<file path="config.mk">
export PLATFORM = sky130hd
export DESIGN_NAME = keypad_scanner
export DESIGN_NICKNAME = d
export VERILOG_FILES = /design/src/rtl/keypad_scanner_pkg.sv /design/src/rtl/keypad_scanner_scan_tick_gen.sv /design/src/rtl/keypad_scanner.sv
export SDC_FILE = /design/constraint.sdc
export NUM_CORES = 1
export LEC_CHECK = 0
export ABC_AREA = 1
export CAP_MARGIN = 20
export CORE_MARGIN = 2
export CORE_UTILIZATION = 30
export DETAILED_ROUTE_END_ITERATION = 16
export REMOVE_ABC_BUFFERS = 1
export SLEW_MARGIN = 30
export SYNTH_ARGS = -nofsm -noshare
export SYNTH_HDL_FRONTEND = slang
export SYNTH_HIERARCHICAL = 1
export SYNTH_SLANG_ARGS = --single-unit
</file>
<file path="constraint.sdc">
create_clock -name clk -period 4.5 [get_ports clk]
set_input_delay 0.9 -clock clk [delete_from_list [all_inputs] [get_ports clk]]
set_output_delay 0.9 -clock clk [all_outputs]
set_load 0.02 [all_outputs]
</file>
<file path="src/rtl/keypad_scanner_pkg.sv">
// Shared keypad constants: matrix geometry, FSM state codes, scan-result codes
// and the small row-decoding helpers used by the scanner.
package keypad_scanner_pkg;

  localparam int NUM_ROWS = 4;
  localparam int NUM_COLS = 4;
  localparam int CODE_W   = 4;

  localparam logic [1:0] IDLE     = 2'd0;
  localparam logic [1:0] DEBOUNCE = 2'd1;
  localparam logic [1:0] PRESSED  = 2'd2;
  localparam logic [1:0] RELEASE  = 2'd3;

  localparam logic [1:0] SCAN_NONE   = 2'd0;
  localparam logic [1:0] SCAN_SINGLE = 2'd1;
  localparam logic [1:0] SCAN_MULTI  = 2'd2;

  // Number of closed (low) rows, saturating at 2 since only 0/1/many matters.
  function automatic logic [1:0] count_closed(input logic [NUM_ROWS-1:0] rows);
    logic [1:0] n;
    n = '0;
    for (int r = 0; r < NUM_ROWS; r++) begin
      if (!rows[r] && n != 2'd2) n = n + 2'd1;
    end
    return n;
  endfunction

  function automatic logic [1:0] first_closed(input logic [NUM_ROWS-1:0] rows);
    logic [1:0] idx;
    idx = '0;
    for (int r = NUM_ROWS - 1; r >= 0; r--) begin
      if (!rows[r]) idx = 2'(r);
    end
    return idx;
  endfunction

endpackage

</file>
<file path="src/rtl/keypad_scanner_scan_tick_gen.sv">
// Free-running divider: scan_tick is high for one clk every DIV cycles.
module scan_tick_gen #(
  parameter int DIV = 100000
) (
  input  logic clk,
  input  logic rst,
  output logic scan_tick
);

  localparam int CW = (DIV > 1) ? $clog2(DIV) : 1;
  localparam logic [CW-1:0] LAST = CW'(DIV - 1);

  logic [CW-1:0] div_cnt;

  always_ff @(posedge clk) begin
    if (!rst)                 div_cnt <= '0;
    else if (div_cnt == LAST) div_cnt <= '0;
    else                      div_cnt <= div_cnt + 1'b1;
  end

  assign scan_tick = (div_cnt == LAST);

endmodule

</file>
<file path="src/rtl/keypad_scanner.sv">
// 4x4 matrix keypad reader: one-cold column scan, whole-scan debounce with
// ghost rejection, one-clk key_valid strobe and a held flag until release.
module keypad_scanner
  import keypad_scanner_pkg::*;
#(
  parameter int CLK_HZ         = 100000000,
  parameter int SCAN_HZ        = 1000,
  parameter int DEBOUNCE_SCANS = 4
) (
  input  logic              clk,
  input  logic              rst,
  input  logic [NUM_ROWS-1:0] row_in,
  output logic [NUM_COLS-1:0] col_out,
  output logic              key_valid,
  output logic [CODE_W-1:0] key_code,
  output logic              key_held
);

  localparam logic [3:0] DB_N = 4'(DEBOUNCE_SCANS);

  logic              scan_tick;
  logic [NUM_ROWS-1:0] row_meta, row_sync;
  logic [1:0]        col_idx;
  logic [1:0]        acc_hits;
  logic [CODE_W-1:0] acc_code;
  logic [1:0]        state;
  logic [CODE_W-1:0] cand;
  logic [3:0]        cnt;

  logic [1:0]        col_hits, col_row, scan_hits, scan_res;
  logic [2:0]        hit_sum;
  logic [CODE_W-1:0] scan_code;
  logic [3:0]        cnt_inc;
  logic              scan_done, match;

  scan_tick_gen #(.DIV(CLK_HZ / SCAN_HZ)) u_tick (
    .clk       (clk),
    .rst       (rst),
    .scan_tick (scan_tick)
  );

  genvar gi;
  generate
    for (gi = 0; gi < NUM_COLS; gi++) begin : g_col
      assign col_out[gi] = (col_idx != 2'(gi));
    end
  endgenerate

  // Merge this column's sample with what the scan has seen so far.
  always_comb begin
    col_hits  = count_closed(row_sync);
    col_row   = first_closed(row_sync);
    hit_sum   = {1'b0, acc_hits} + {1'b0, col_hits};
    scan_hits = (hit_sum >= 3'd2) ? 2'd2 : hit_sum[1:0];
    scan_code = (acc_hits != 2'd0) ? acc_code : {col_row, col_idx};
    scan_res  = (scan_hits == 2'd0) ? SCAN_NONE :
                (scan_hits == 2'd1) ? SCAN_SINGLE : SCAN_MULTI;
    scan_done = scan_tick && (col_idx == 2'd3);
    match     = (scan_res == SCAN_SINGLE) && (scan_code == cand);
    cnt_inc   = (cnt < DB_N) ? cnt + 4'd1 : cnt;
  end

  always_ff @(posedge clk) begin
    if (!rst) begin
      row_meta <= '1;
      row_sync <= '1;
      col_idx  <= '0;
      acc_hits <= '0;
      acc_code <= '0;
    end else begin
      row_meta <= row_in;
      row_sync <= row_meta;
      if (scan_tick) begin
        col_idx <= col_idx + 2'd1;
        if (col_idx == 2'd3) begin
          acc_hits <= '0;
          acc_code <= '0;
        end else begin
          acc_hits <= scan_hits;
          acc_code <= scan_code;
        end
      end
    end
  end

  always_ff @(posedge clk) begin
    if (!rst) begin
      state     <= IDLE;
      cand      <= '0;
      cnt       <= '0;
      key_valid <= 1'b0;
      key_code  <= '0;
      key_held  <= 1'b0;
    end else begin
      key_valid <= 1'b0;
      if (scan_done) begin
        case (state)
          IDLE: begin
            if (scan_res == SCAN_SINGLE) begin
              cand <= scan_code;
              cnt  <= 4'd1;
              if (DB_N == 4'd1) begin
                key_code  <= scan_code;
                key_valid <= 1'b1;
                key_held  <= 1'b1;
                state     <= PRESSED;
              end else begin
                state <= DEBOUNCE;
              end
            end
          end
          DEBOUNCE: begin
            if (match) begin
              cnt <= cnt_inc;
              if (cnt_inc >= DB_N) begin
                key_code  <= cand;
                key_valid <= 1'b1;
                key_held  <= 1'b1;
                state     <= PRESSED;
              end
            end else begin
              cnt   <= '0;
              state <= IDLE;
            end
          end
          PRESSED: begin
            if (!match) begin
              cnt   <= (scan_res == SCAN_NONE) ? 4'd1 : 4'd0;
              state <= RELEASE;
              if (scan_res == SCAN_NONE && DB_N == 4'd1) begin
                key_held <= 1'b0;
                state    <= IDLE;
              end
            end
          end
          default: begin
            // A different key while releasing restarts the release count.
            if (scan_res == SCAN_NONE) begin
              cnt <= cnt_inc;
              if (cnt_inc >= DB_N) begin
                key_held <= 1'b0;
                cnt      <= '0;
                state    <= IDLE;
              end
            end else if (match) begin
              state <= PRESSED;
            end else begin
              cnt <= '0;
            end
          end
        endcase
      end
    end
  end

endmodule
</file>
# ---- Word-level counts from Yosys, hierarchy flattened
# Index checks and enable logic that the tools add are counted.
dict set report word_totals {
  reg_bits 49
  in_bits 6
  out_inout_bits 10
  elab_cells 103
}
dict set report classes {
  addsub 7
  n_lt_le_gt_ge 3
  eq_ne 19
  mux 37
  bitwise_logic 2
  n_reduce_logical 23
}
# operator count
set op_table {}
lappend op_table {{$mux 2} 18}
lappend op_table {{$mux 4} 9}
lappend op_table {{$add 17x1->17 const B} 1}
lappend op_table {{$eq 17x17->1 const B} 1}
lappend op_table {{$ne 2x2->1 const B} 7}
lappend op_table {{$pmux 4 s3} 1}
lappend op_table {{$reduce_and 4->1} 3}
lappend op_table {{$mux 1} 7}
lappend op_table {{$add 2x1->2 const B} 3}
lappend op_table {{$eq 2x1->1 const B} 3}
lappend op_table {{$logic_not 2->1} 3}
lappend op_table {{$pmux 2 s3} 1}
lappend op_table {{$reduce_and 6->1} 1}
lappend op_table {{$reduce_bool 2->1} 3}
lappend op_table {{$logic_and 1x1->1} 5}
lappend op_table {{$ne 5x2->1 const B} 1}
lappend op_table {{$reduce_and 5->1} 1}
lappend op_table {{$reduce_bool 5->1} 1}
lappend op_table {{$add 4x1->4 const B} 1}
lappend op_table {{$eq 2x2->1 const B} 2}
lappend op_table {{$eq 4x4->1} 1}
lappend op_table {{$ge 4x3->1 const B} 1}
lappend op_table {{$lt 4x3->1 const B} 1}
lappend op_table {{$ne 4x1->1 const B} 1}
lappend op_table {{other kinds (11)} 15}

# ---- Longest topological paths before layout
dict set report depth {
  word_depth 21
  mapped_depth 22
  depth_no_buf 22
}

# ---- Cells and area by module
# Netlist, hierarchy kept.
# mod instances cells_each area_each_um2 seq_area_each_um2
set modules_own_cells {}
lappend modules_own_cells {keypad_scanner 1 247 1781.7 640.6}
lappend modules_own_cells {scan_tick_gen 1 129 870.8 340.3}

# ---- Least setup slack after synthesis
# OpenSTA, ideal clock, no wires.
dict set report synth_timing {
  kind {reg2reg}
  startpoint {register row_sync[0]}
  endpoint {register state[0]}
  setup_time_ns 0.113
  arrival_time_ns 3.023
  t_required_ns 4.387
  setup_slack_ns 1.364
  stages_incl_launch_ff 22
  n_path_buf 0
  synth_period_minus_slack_ns 3.136
  cell_sequence {dfxtp_1 -> inv_1 -> ha_1 -> nor2_1 -> xnor2_1 -> ha_1 -> nor2_1 -> xnor2_1 -> ha_1 -> inv_1 -> fa_1 -> nand2_1 -> nor2_1 -> nand3_2 -> nor2_4 -> nand3_1 -> nand2_1 -> nor2_1 -> nand2_1 -> nand2_1 -> nand2_1 -> nor2_1}
}
dict set report synth_via {
  elab_chain_cells 20
  word_cells_on_any_way 35
  classes_between {4 x add/sub; 1 x order compare; 10 x eq/ne; 12 x mux; 8 x reduce/logical}
}
# element line_no
set synth_rtl {}
lappend synth_rtl {{start, declared} keypad_scanner.sv:22} ;# logic [NUM_ROWS-1:0] row_meta, row_sync;
lappend synth_rtl {{start signal, assigned} keypad_scanner.sv:72} ;# row_sync <= row_meta;
lappend synth_rtl {{branches (longest 20 deep; another with $add 2x2->3)} --}
lappend synth_rtl {{end signal, assigned} keypad_scanner.sv:106} ;# state <= PRESSED;
lappend synth_rtl {{end signal, assigned} keypad_scanner.sv:108} ;# state <= DEBOUNCE;
lappend synth_rtl {{end signal, assigned} keypad_scanner.sv:119} ;# state <= PRESSED;
lappend synth_rtl {{end, declared} keypad_scanner.sv:26} ;# logic [1:0] state;
# Several ways; the timed one is not identified.
# A chain may end at the register's enable or synchronous reset.

# ---- Worst setup path in the final report
dict set report layout_timing {
  startpoint {register row_sync[0]}
  endpoint {register key_code[3]}
}
dict set report layout_via {
  elab_chain_cells 19
  word_cells_on_any_way 26
  classes_between {4 x add/sub; 1 x order compare; 6 x eq/ne; 9 x mux; 6 x reduce/logical}
}
# element line_no
set layout_rtl {}
lappend layout_rtl {{branches (longest 17 deep; another with $add 2x2->3)} --}
lappend layout_rtl {{$logic_and 1x1->1 *} keypad_scanner.sv:59} ;# match = (scan_res == SCAN_SINGLE) && (scan_code == cand);
lappend layout_rtl {{$reduce_and 4->1 (no line) *} --}
lappend layout_rtl {{end signal, assigned} keypad_scanner.sv:103} ;# key_code <= scan_code;
lappend layout_rtl {{end signal, assigned} keypad_scanner.sv:116} ;# key_code <= cand;
lappend layout_rtl {{end, declared} keypad_scanner.sv:15} ;# output logic [CODE_W-1:0] key_code,
# Mark *: on every way between the ends.

==> impl_metrics.ini <==
[cells_and_area]
diodes = 0
layout-area-overhead-vs-synth_pct = 12.5
layout.nets = 415
post_route_cells_drive_above_1_share_pct = 9.69

[clock_tree]
cts_resized = 0
worstSkewPairLatency_ns = 0.30
cts_root_buffer = clkbuf_8
cts_buffers = 5
postCtsSetupBuffers = 0
cts_tree = built
cts_hold_buf = 0
cts_sinks = 49
path_clk_slew_ns = 0.09
clock_path_buffers = 2
h-tree-depth = 2

[die]
fp.dieW_um = 98.0
initial_core_util_pct = 30.7
std_cell_rows = 34
ios = 16
core_um2 = 8640
die_h_um = 98.0
die_area_um2 = 9610

[worst_setup_path]
path_cells = inv_1 -> ha_1 -> nor2_1 -> xnor2_1 -> ha_1 -> nor2_1 -> xnor2_1 -> ha_1 -> inv_1 -> fa_1 -> nand2_1 -> nor2_1 -> nand3_2 -> nor2_4 -> nand3_4 -> clkinv_2 -> nand2_4 -> a21oi_1 -> o21a_1
slowest_delay_ns = 0.48
crit_family = simple AND/OR/NAND/NOR gates
endpoint_kind = flop
ff2ff_path_depth = 19
arrival_ns = 3.79
critPathLaunchType = flop
regToRegEndpoint = key_code[3]
cp_num_buf_inv = 3
cp.required_ns = 4.75
cp.depth = 19
r2r_start = row_sync[0]
crit_path_top_delay_cell = fa_1
criticalPathCategory = flop to flop
rrSetupSlack_ns = 0.96
cp_max_fo = 9

[yosys]
ys_ff_latch = 49
synth_area_um2 = 2650
synth_top_family_by_area = simple AND/OR/NAND/NOR gates
synth_warnings = 6
synth.most_common_cell = nand2_1
async_flop_share_pct = 0
yosysSeqAreaShare_pct = 37.0
yosys.area.top_type_share_pct = 37.0
synthMuxAreaShare_pct = 0
synth_ff_type = dfxtp_1
syn_avg_cell_area_um2 = 7.05
ys_top_cells_by_area = dfxtp_1, nand2_1, nor2_1
yosysUniqueCellTypes = 30
synth_compound_area_share_pct = 9.39
synthAdderAreaFrac_pct = 7.83
yosys.area_share.simple_pct = 32.9
synth_cells = 376
synth.largest_area_cell = dfxtp_1
synth_common_cells = nand2_1, nor2_1, inv_1, dfxtp_1, a21oi_1
synth-xor-area-share_pct = 3.63
synth_edf_count = 0

[job]
drv_cap = 0

[sta]
slew_violations = 0
finalSetupViolCount = 0
skew_ns = 0.0165
finalCriticalPeriod_ns = 3.54
relSlewSlack_pct = 62.7
max_slew.worst_pin.slew_ns = 0.557
setup_ws_ns = 0.959
rsz0062_at_grt = false
hold_viol_final = 0
fmax_mhz = 282
fin_crit_sh_pct = 78.7
whs_ns = 0.406
setup_tns_ns = 0

[routing]
detail_route.vias_per_cell = 4.37
wl_met3_um = 146
wl_per_cell_um = 9.86
drcViolationCount = 0
met2WireLength_um = 2330
wl_um = 4930
drt-met1-wl_um = 2400
num_vias = 2185
firstDrtPassIters = 4
drt_iter0_drc = 77
antenna_left = 0
top_layer = met4

[pwr]
swShare_pct = 23.7
max-vdd-ir-drop_mv = 0.124
p_total_w = 0.000736
switchingPower_w = 0.000175
p_per_area_nw_per_um2 = 247
seqPwrFrac_pct = 60.1
leakage_nw = 1.25
pwr-share-clk_pct = 32.9
p_comb_share_pct = 7.0
p_int_w = 0.000562

[grt]
grt_pass1_vias = 2085
antenna_found_initial = 0
grt_pass1_wl_um = 9030
grt_overflow_total = 0
grt_max_degree = 21
globalRouteTotalUtil_pct = 11.1

[hold_path]
holdCritStartpoint = row_meta[1]
min_to = row_sync[1]
whs_path_depth = 1
min_path_type = flop to flop

[placement]
gp_congestion = 0.871
place_hpwl_um = 3820
pre_cts_ws_ns = 1.01
portBuffers = 15

[status]
status = completed
## layout make-up
cell class | count | area [um2]
Clock inverter | 1 | 5.00
Timing Repair Buffer | 15 | 150
Sequential cell | 49 | 981
Tap cell | 108 | 135
Clock buffer | 5 | 68.8
Multi-Input combinational cell | 264 | 1430
Fill cell | 927 | 5650
Inverter | 58 | 219
## through the flow
step	util (%)	std cells	instance area, um2
6_report	34.6	500	2990
5_1_grt	34.6	500	2990
4_1_cts	34.6	500	2990
3_5_place_dp	33.7	494	2910
3_3_place_gp	33.7	494	2910
2_1_floorplan	-	371	2630
## power by group through the flow
stage | registers [W] | clock network [W] | logic, W
2_1_floorplan | 0.000452 | 0 | 0.0000371
3_3_place_gp | 0.000452 | 0 | 0.0000500
3_5_place_dp | 0.000453 | 0 | 0.0000518
4_1_cts | 0.000442 | 0.000256 | 0.0000522
5_1_grt | 0.000443 | 0.000269 | 0.0000588
6_report | 0.000442 | 0.000242 | 0.0000515
## cell usage in the layout, fill, tap and decap left out, drive strengths merged
cell type      Yosys  final
a21oi             21     21
a22oi              1      1
a31oi              1      1
clkbuf             4      5
clkdlybuf4s50      0     15
clkinv             1      2
dfxtp             49     49
fa                 1      1
ha                15     15
inv               57     57
nand2             93     93
nand3             18     18
nand4              5      5
nor2              68     68
nor3               2      2
o21a               4      4
o21ai             14     14
o21bai             2      2
or2                8      8
xnor2              5      5
xor2               6      6
## cell families after synthesis
logic type,after synthesis
compound gates,43
xor+xnor,11
simple gates,194
flops,49
buf+inv,63
fa+ha+maj,16
## worst register-to-register path: stages (launching register included)
cell and delay, ns:
dfxtp_1 0.38, inv_1 0.10, ha_1 0.20, nor2_1 0.21, xnor2_1 0.15, ha_1 0.22, nor2_1 0.21, xnor2_1 0.15
ha_1 0.16, inv_1 0.05, fa_1 0.48, nand2_1 0.09, nor2_1 0.23, nand3_2 0.14, nor2_4 0.18, nand3_4 0.10
clkinv_2 0.09, nand2_4 0.08, a21oi_1 0.15, o21a_1 0.13
## how the worst max path moves through the flow
stage                             end        start
after floorplan              state[0]  row_sync[0]
after global placement       state[0]  row_sync[0]
after detailed placement     state[1]  row_sync[0]
after CTS                    state[1]  row_sync[0]
after global routing         state[0]  row_sync[0]
final                     key_code[3]  row_sync[0]
## registers in the layout, summed over array words and instances, names as in the netlist
signal,cells
key_held,1
state,2
acc_code,4
key_code,4
u_tick/div_cnt,17
row_sync,4
key_valid,1
col_idx,2
cand,4
row_meta,4
acc_hits,2
cnt,4
## routing by layer
| layer | track usage, % | up-vias |
|---|---|---|
| li1 | - | 1192 |
| met4 | 3.31 | 0 |
| met2 | 19.1 | 21 |
| met3 | 2.43 | 6 |
| met5 | 0 | - |
| met1 | 14.1 | 966 |
(Power assumes the default switching activity.)
